`src/rtl/piso_serializer_pkg.sv`:
```
// Shared types and constants for the parallel-in, serial-out transmitter.
package piso_serializer_pkg;

  typedef enum logic [1:0] {
    StIdle,
    StShift,
    StGap
  } state_e;

  // Gap counter width; covers GAP values 0..15.
  localparam int unsigned GapCntWidth = 4;

endpackage

```
`src/rtl/piso_serializer_if.sv`:
```
// Load handshake and serial-side signals of the serializer.
interface piso_serializer_if #(
  parameter int unsigned WIDTH = 4
) ();

  logic             load_valid;
  logic [WIDTH-1:0] load_data;
  logic             load_ready;
  logic             sout;
  logic             sout_valid;
  logic             busy;
  logic             done;

  // Upstream / word source side.
  modport master (
    output load_valid, load_data,
    input  load_ready, sout, sout_valid, busy, done
  );

  // Serializer side.
  modport slave (
    input  load_valid, load_data,
    output load_ready, sout, sout_valid, busy, done
  );

endinterface

```
`src/rtl/piso_shifter.sv`:
```
// Loadable WIDTH-bit shift register; head is the bit currently on the line.
module piso_shifter #(
  parameter int unsigned WIDTH = 4
) (
  input  logic             clock,
  input  logic             clear,
  input  logic             load,
  input  logic [WIDTH-1:0] din,
  input  logic             shift_en,
  input  logic             msb_first,
  output logic             head
);

  logic [WIDTH-1:0] q;

  // Parallel load wins over shift; zeros fill in behind the departing bits.
  always_ff @(posedge clock or negedge clear) begin
    if (!clear) begin
      q <= '0;
    end else if (load) begin
      q <= din;
    end else if (shift_en) begin
      q <= msb_first ? {q[WIDTH-2:0], 1'b0} : {1'b0, q[WIDTH-1:1]};
    end
  end

  assign head = msb_first ? q[WIDTH-1] : q[0];

endmodule

```
`src/rtl/piso_serializer.sv`:
```
// Parallel-in, serial-out transmitter with a programmable inter-word idle gap.
module piso_serializer
  import piso_serializer_pkg::*;
#(
  parameter int unsigned WIDTH     = 4,
  parameter bit          MSB_FIRST = 1'b1,
  parameter int unsigned GAP       = 2
) (
  input logic               clock,
  input logic               clear,
  piso_serializer_if.slave  bus
);

  localparam int unsigned CntW = $clog2(WIDTH);
  localparam logic [CntW-1:0] LastBit = CntW'(WIDTH - 1);
  localparam logic [GapCntWidth-1:0] LastGap = GapCntWidth'((GAP > 0) ? GAP - 1 : 0);

  state_e                 state_q;
  logic [CntW-1:0]        bit_cnt_q;
  logic [GapCntWidth-1:0] gap_cnt_q;
  logic                   ready_q;
  logic                   valid_q;
  logic                   busy_q;
  logic                   done_q;
  logic                   accept;
  logic                   head;

  assign accept = (state_q == StIdle) && bus.load_valid && ready_q;

  // Frame sequencing; all handshake/status outputs are registered here.
  always_ff @(posedge clock or negedge clear) begin
    if (!clear) begin
      state_q   <= StIdle;
      bit_cnt_q <= '0;
      gap_cnt_q <= '0;
      ready_q   <= 1'b1;
      valid_q   <= 1'b0;
      busy_q    <= 1'b0;
      done_q    <= 1'b0;
    end else begin
      done_q <= 1'b0;
      unique case (state_q)
        StIdle: begin
          if (accept) begin
            state_q <= StShift;
            ready_q <= 1'b0;
            valid_q <= 1'b1;
            busy_q  <= 1'b1;
          end
        end
        StShift: begin
          if (bit_cnt_q == LastBit) begin
            bit_cnt_q <= '0;
            valid_q   <= 1'b0;
            done_q    <= 1'b1;
            if (GAP == 0) begin
              state_q <= StIdle;
              ready_q <= 1'b1;
              busy_q  <= 1'b0;
            end else begin
              state_q <= StGap;
            end
          end else begin
            bit_cnt_q <= bit_cnt_q + CntW'(1);
          end
        end
        StGap: begin
          if (gap_cnt_q == LastGap) begin
            gap_cnt_q <= '0;
            state_q   <= StIdle;
            ready_q   <= 1'b1;
            busy_q    <= 1'b0;
          end else begin
            gap_cnt_q <= gap_cnt_q + GapCntWidth'(1);
          end
        end
        default: state_q <= StIdle;
      endcase
    end
  end

  piso_shifter #(
    .WIDTH (WIDTH)
  ) u_shifter (
    .clock     (clock),
    .clear     (clear),
    .load      (accept),
    .din       (bus.load_data),
    .shift_en  (state_q == StShift),
    .msb_first (MSB_FIRST),
    .head      (head)
  );

  // The line is forced low outside data cycles (and at once on clear).
  assign bus.sout       = valid_q & head;
  assign bus.sout_valid = valid_q;
  assign bus.load_ready = ready_q;
  assign bus.busy       = busy_q;
  assign bus.done       = done_q;

endmodule

```
`src/flat_wrapper.sv`:
```
// flat-port wrapper written by rule: the top's interface ports become plain ports
module piso_serializer_flat import piso_serializer_pkg::*;
#(
  parameter int unsigned WIDTH     = 4,
  parameter bit          MSB_FIRST = 1'b1,
  parameter int unsigned GAP       = 2
)
  (clock, clear, bus_load_valid, bus_load_data, bus_load_ready, bus_sout, bus_sout_valid, bus_busy, bus_done);
  piso_serializer_if #(.WIDTH(WIDTH)) bus_i ();
  input logic clock;
  input logic clear;
  input wire logic [$bits(bus_i.load_valid)-1:0] bus_load_valid;
  input wire logic [$bits(bus_i.load_data)-1:0] bus_load_data;
  output wire logic [$bits(bus_i.load_ready)-1:0] bus_load_ready;
  output wire logic [$bits(bus_i.sout)-1:0] bus_sout;
  output wire logic [$bits(bus_i.sout_valid)-1:0] bus_sout_valid;
  output wire logic [$bits(bus_i.busy)-1:0] bus_busy;
  output wire logic [$bits(bus_i.done)-1:0] bus_done;
  assign bus_i.load_valid = bus_load_valid;
  assign bus_i.load_data = bus_load_data;
  assign bus_load_ready = bus_i.load_ready;
  assign bus_sout = bus_i.sout;
  assign bus_sout_valid = bus_i.sout_valid;
  assign bus_busy = bus_i.busy;
  assign bus_done = bus_i.done;
  piso_serializer #(.WIDTH(WIDTH), .MSB_FIRST(MSB_FIRST), .GAP(GAP)) u_core (.clock(clock), .clear(clear), .bus(bus_i));
endmodule
```
`config.mk`:
```
export PLATFORM = sky130hd
export DESIGN_NAME = piso_serializer_flat
export DESIGN_NICKNAME = d
export VERILOG_FILES = /design/src/rtl/piso_serializer_pkg.sv /design/src/rtl/piso_serializer_if.sv /design/src/rtl/piso_shifter.sv /design/src/rtl/piso_serializer.sv /design/src/flat_wrapper.sv
export SDC_FILE = /design/constraint.sdc
export NUM_CORES = 1
export LEC_CHECK = 0
export CAP_MARGIN = 40
export CORE_MARGIN = 10
export CORE_UTILIZATION = 30
export CTS_CLUSTER_DIAMETER = 30
export DETAILED_ROUTE_END_ITERATION = 10
export PLACE_DENSITY = 0.58
export SLEW_MARGIN = 20
export SYNTH_ARGS = -nofsm -noshare
export SYNTH_HDL_FRONTEND = slang
export SYNTH_SLANG_ARGS = --single-unit
```
`constraint.sdc`:
```
create_clock -name clock -period 2.16 [get_ports clock]
set_clock_uncertainty 0.2 [all_clocks]
set_input_delay 0.432 -clock clock [delete_from_list [all_inputs] [get_ports clock]]
set_output_delay 0.432 -clock clock [all_outputs]
set_load 0.02 [all_outputs]
```
# == After elaboration in Yosys (flattened, before gate mapping) ==
# Index checks and enable logic that the tools add are counted.
# totals
register_bits,16
inputBits,7
output_inout_bits,5
wordCells,45
# op_classes
n_addsub,2
eq_ne,7
muxes,18
n_bitwise,1
reduce_logical,9
# ops
cell,count
4-bit 2-to-1 mux,3
3-bit AND reduction,3
2-bit 2-to-1 mux,4
1-bit 2-to-1 mux,7
"2-bit by 1-bit != test with 1-bit output, second input constant",3
1-bit case mux with 2 select lines,3
2-bit case mux with 3 select lines,1
2-bit nonzero test,3
"4-bit by 1-bit adder with 4-bit output, second input constant",1
"2-bit equality test, second input constant",2
"4-bit by 1-bit equality test with 1-bit output, second input constant",1
"2-bit by 1-bit adder with 2-bit output, second input constant",1
"2-bit by 1-bit equality test with 1-bit output, second input constant",1
1-bit logical AND,2
2-bit zero test,1
1-bit bitwise AND,1

# == Depth between registers and ports, before layout ==
# depth
depth_word,5
ltp_mapped,4
mapped_depth_nobuf,3

# == Modules after synthesis ==
# Synthesis repeated with hierarchy kept, for this count alone.
# unflattened
hier_cells,69
hier_area_um2,749.5
# by_module_without_submodules
mod,instances,cells_per_inst,area_each_um2,seq_area_each_um2
piso_serializer,1,46,515.5,301.5
piso_shifter,1,23,234.0,100.1

# == Worst setup path before layout ==
# Ideal clock, no wire load.
# synth_timing
path_type,register -> register
startpoint,register u_core.ready_q (netlist: u_core.bus.load_ready)
endpoint,register u_core.u_shifter.q[1]
setup_ps,118
arrival_ps,1126
slack_ps,716
stages_incl_launch_ff,5
path_buffers,1
synth_period_minus_slack_ps,1444
cell_sequence,dfstp_2 > and4bb_1 > buf_6 > nor2_2 > a21o_1
# synth_via
elab_chain_len,2
# synth_lines
element,line_no,rtl
"start, declared",piso_serializer.sv:21,logic ready_q;
"start signal, assigned",piso_serializer.sv:36,ready_q <= 1'b1;
"start signal, assigned",piso_serializer.sv:46,ready_q <= 1'b0;
"start signal, assigned",piso_serializer.sv:58,ready_q <= 1'b1;
1-bit logical AND (*),piso_serializer.sv:28,assign accept = (state_q == StIdle) && bus.load_valid && ready_q;
4-bit 2-to-1 mux or 2-bit nonzero test (tied branches),--,
"end signal, assigned",piso_shifter.sv:21,q <= din;
"end signal, assigned",piso_shifter.sv:23,"q <= msb_first ? {q[WIDTH-2:0], 1'b0} : {1'b0, q[WIDTH-1:1]};"
"end, declared",piso_shifter.sv:14,logic [WIDTH-1:0] q;
# Mark *: on every way between the ends. The rest lies on a longest branch, timed or not.
# A chain may end at the register's enable or synchronous reset.

# == Worst setup path in the final report ==
# layout_timing
startpoint,register u_core.ready_q (netlist: u_core.bus.load_ready)
endpoint,output bus_load_ready
# layout_rtl
element,line_no,rtl
"end, declared",flat_wrapper.sv:14,output wire logic [$bits(bus_i.load_ready)-1:0] bus_load_ready;
# No word-level cell between the ends.

==> results.yml <==
global_routing:
  first_global_vias: 462
  grt_max_degree: 17
  grt_usage: 0.05738
  grt_pass1_wl_mm: 2.049
  grt_overflow_total: 0
  antenna_found_initial: 0
floorplanning:
  io_pins: 12
  die_area_mm2: 0.004615
  die_y_um: 67.94
  dieWidth_um: 67.94
  core-area_mm2: 0.002191
  rows: 17
  start_util: 0.3147
detailed_routing:
  num_vias: 463
  wirelength_mm: 1.268
  drc: 0
  antenna_left: 0
  drt_pass1_iterations: 4
  vias_per_cell: 4.584
  dr.first_iter.drc_count: 17
  wl_per_cell_um: 12.55
yosys:
  yosys-top-cells-count: "15 x dfrtp_1, 8 x nand2_1, 6 x a21o_1"
  synth_seq_cells: 16
  synth-edff-count: 0
  ys.warnings.count: 0
  syn_area_um2: 689.4
  synth_top_cell_area_share: 0.5445
  avgSynthCellArea_um2: 11.68
  ys.flop_type: "dfrtp_1"
  synth_top_area_cell: "dfrtp_1"
  postSynthCellCount: 59
  ys_async_sr_fraction: 1.000
  yosysMostFrequentCell: "dfrtp_1"
  seq_area_frac_synth: 0.5826
  ys_top_cells_by_area: "dfrtp_1 54%, a21o_1 6.5%, nand2_1 4.4%"
  yosys.cell_types.count: 27
  synthesis.nets: 67
timing:
  relSlewSlack: 0.6688
  timing.final.crit_share: 0.9596
  fin_setup_tns_ns: 0
  post-route-min-period_ns: 2.073
  hold_viol_final: 0
  setup_slack_ns: 0.08733
  fmax_ghz: 0.4825
  worstMarginPinSlew_ns: 0.4957
  rsz0062_at_grt: "false"
  setup_viol: 0
  slew_viol_final: 0
  whs_ns: 0.2492
cts:
  cts-root-buf: "clkbuf_4"
  holdBufCountCts: 0
  cts_setup_buffers: 0
  cts_max_level: 1
  cts_resized: 0
  cts_sinks: 16
  path_clk_slew_ns: 0.09
  insertion_delay_ns: 0.29
  tritoncts: "yes"
  numCtsBuffers: 3
  cts_buffer_depth: 2
critical_path:
  crit_slowest_cell: "clkdlybuf4s50_1"
  critPathBufInv: 1
  cp_data_required_time_ns: 1.53
  crit_chain: "clkdlybuf4s50_1"
  crit_type: "register to primary output"
  crit_fanout: 3
  ff2ff_setup_slack_ns: 0.58
  critPathTopFamily: "buffers and inverters"
  cp_data_arrival_time_ns: 1.44
  end_kind: "primary output"
  max_stage_delay_ns: 0.60
  critPathLaunchType: "register"
layout:
  postLayoutCoreUtil: 0.3878
  fin_area_um2: 849.6
  area_delta_synth_final_pct: 23.23
  drive_above_1_share: 0.09589
  n_fill_cell: 227
  instances_no_fill: 101
  diodes: 0
  layout.nets: 82
power_and_ir_drop:
  totalPowerFinal_mw: 1.039
  power_density_mw_per_mm2: 1223
  p_leak_nw: 0.4133
  vdd.ir_drop.worst_mv: 0.3847
placed_design:
  gp_congestion: 0.6599
  placed_cell_area_um2: 823.3
  port_buffers: 11
  dp_slack_ns: 0.2518
  dpl.cell_count: 97
  dpl.hpwl_um: 915.6
status:
  outcome: "complete, no violations"
worst_hold_path:
  holdCritPathClass: "primary input to async pin"
run:
  maxCapViolations: 0
[registers in the layout (all words and copies together), names as in the netlist]
name and count:
u_core.gap_cnt_q 4, u_core.bus.sout_valid 1, u_core.bus.load_ready 1, u_core.bit_cnt_q 2, u_core.bus.done 1, u_core.bus.busy 1, u_core.state_q 2, u_core.u_shifter.q 4
[layout by cell type (no fill, tap or decap)]
cell type	synthesis	final
a21o_1	6	6
nor2b_1	1	1
mux2_1	1	1
nand2b_1	1	1
a22o_1	3	3
clkbuf_4	0	3
nor4b_2	1	1
xnor2_1	2	2
clkbuf_1	0	1
inv_1	2	2
and2b_1	1	1
nand4_1	1	1
and2_1	1	1
nand3_1	1	1
a21oi_1	1	1
buf_4	1	1
dfstp_2	1	1
nor2_2	1	1
xor2_1	1	1
nor3_1	1	1
o21ai_0	1	1
dfrtp_1	15	15
ha_1	1	1
and4bb_1	1	1
o21bai_1	1	1
nand2_1	8	8
nor2_1	3	3
o21ai_1	1	1
clkdlybuf4s50_1	0	11
[area by class of cell]
class	instances	area, um^2	share of cell area
Tap cell	28	35.03	0.04124
Inverter	2	7.507	0.008837
Sequential cell	16	401.6	0.4728
Timing Repair Buffer	12	117.6	0.1384
Clock buffer	4	26.28	0.03093
Multi-Input combinational cell	39	261.5	0.3078
[kinds of logic (layout without fill, tap and decap cells)]
family | Yosys count | after routing | share of synthesized area
flip-flops | 16 | 16 | 0.5826
multiplexers | 1 | 1 | 0.01633
buffers and inverters | 4 | 18 | 0.03812
adder cells (fa/ha/maj) | 1 | 1 | 0.01815
XOR/XNOR | 3 | 3 | 0.03812
AND/OR/NAND/NOR | 21 | 21 | 0.1706
AO/OA/AOI/OAI | 13 | 13 | 0.1361
[routing by layer]
layer	part of all wire	vias to the layer above	global-route usage	routed length, um
met3	0.063	4	0.01631	80
met1	0.43	223	0.06439	545
met2	0.47	9	0.08953	601
met4	0.033	0	0.04523	42
li1	-	227	-	-
met5	0	-	0	0
[path summary, 6_finish.rpt]
path	from	to	cells past startpoint
max	u_core.bus.load_ready	bus_load_ready	1
min	clear	u_core.u_shifter.q[3]	2
max reg2reg	u_core.state_q[0]	u_core.gap_cnt_q[1]	3
max in group asynchronous	clear	u_core.bus.load_ready	2
min in group clock	u_core.u_shifter.q[3]	u_core.u_shifter.q[3]	1
min reg2reg	u_core.u_shifter.q[3]	u_core.u_shifter.q[3]	1
[power breakdown]
part / leakage, nW / internal, mW / switching [mW] / total, mW
registers: 0.203 / 0.408 / 0.0703 / 0.479
clock network: 0.0150 / 0.0717 / 0.0914 / 0.163
logic: 0.195 / 0.197 / 0.200 / 0.397
No activity file was read; power rests on OpenSTA's default activity.
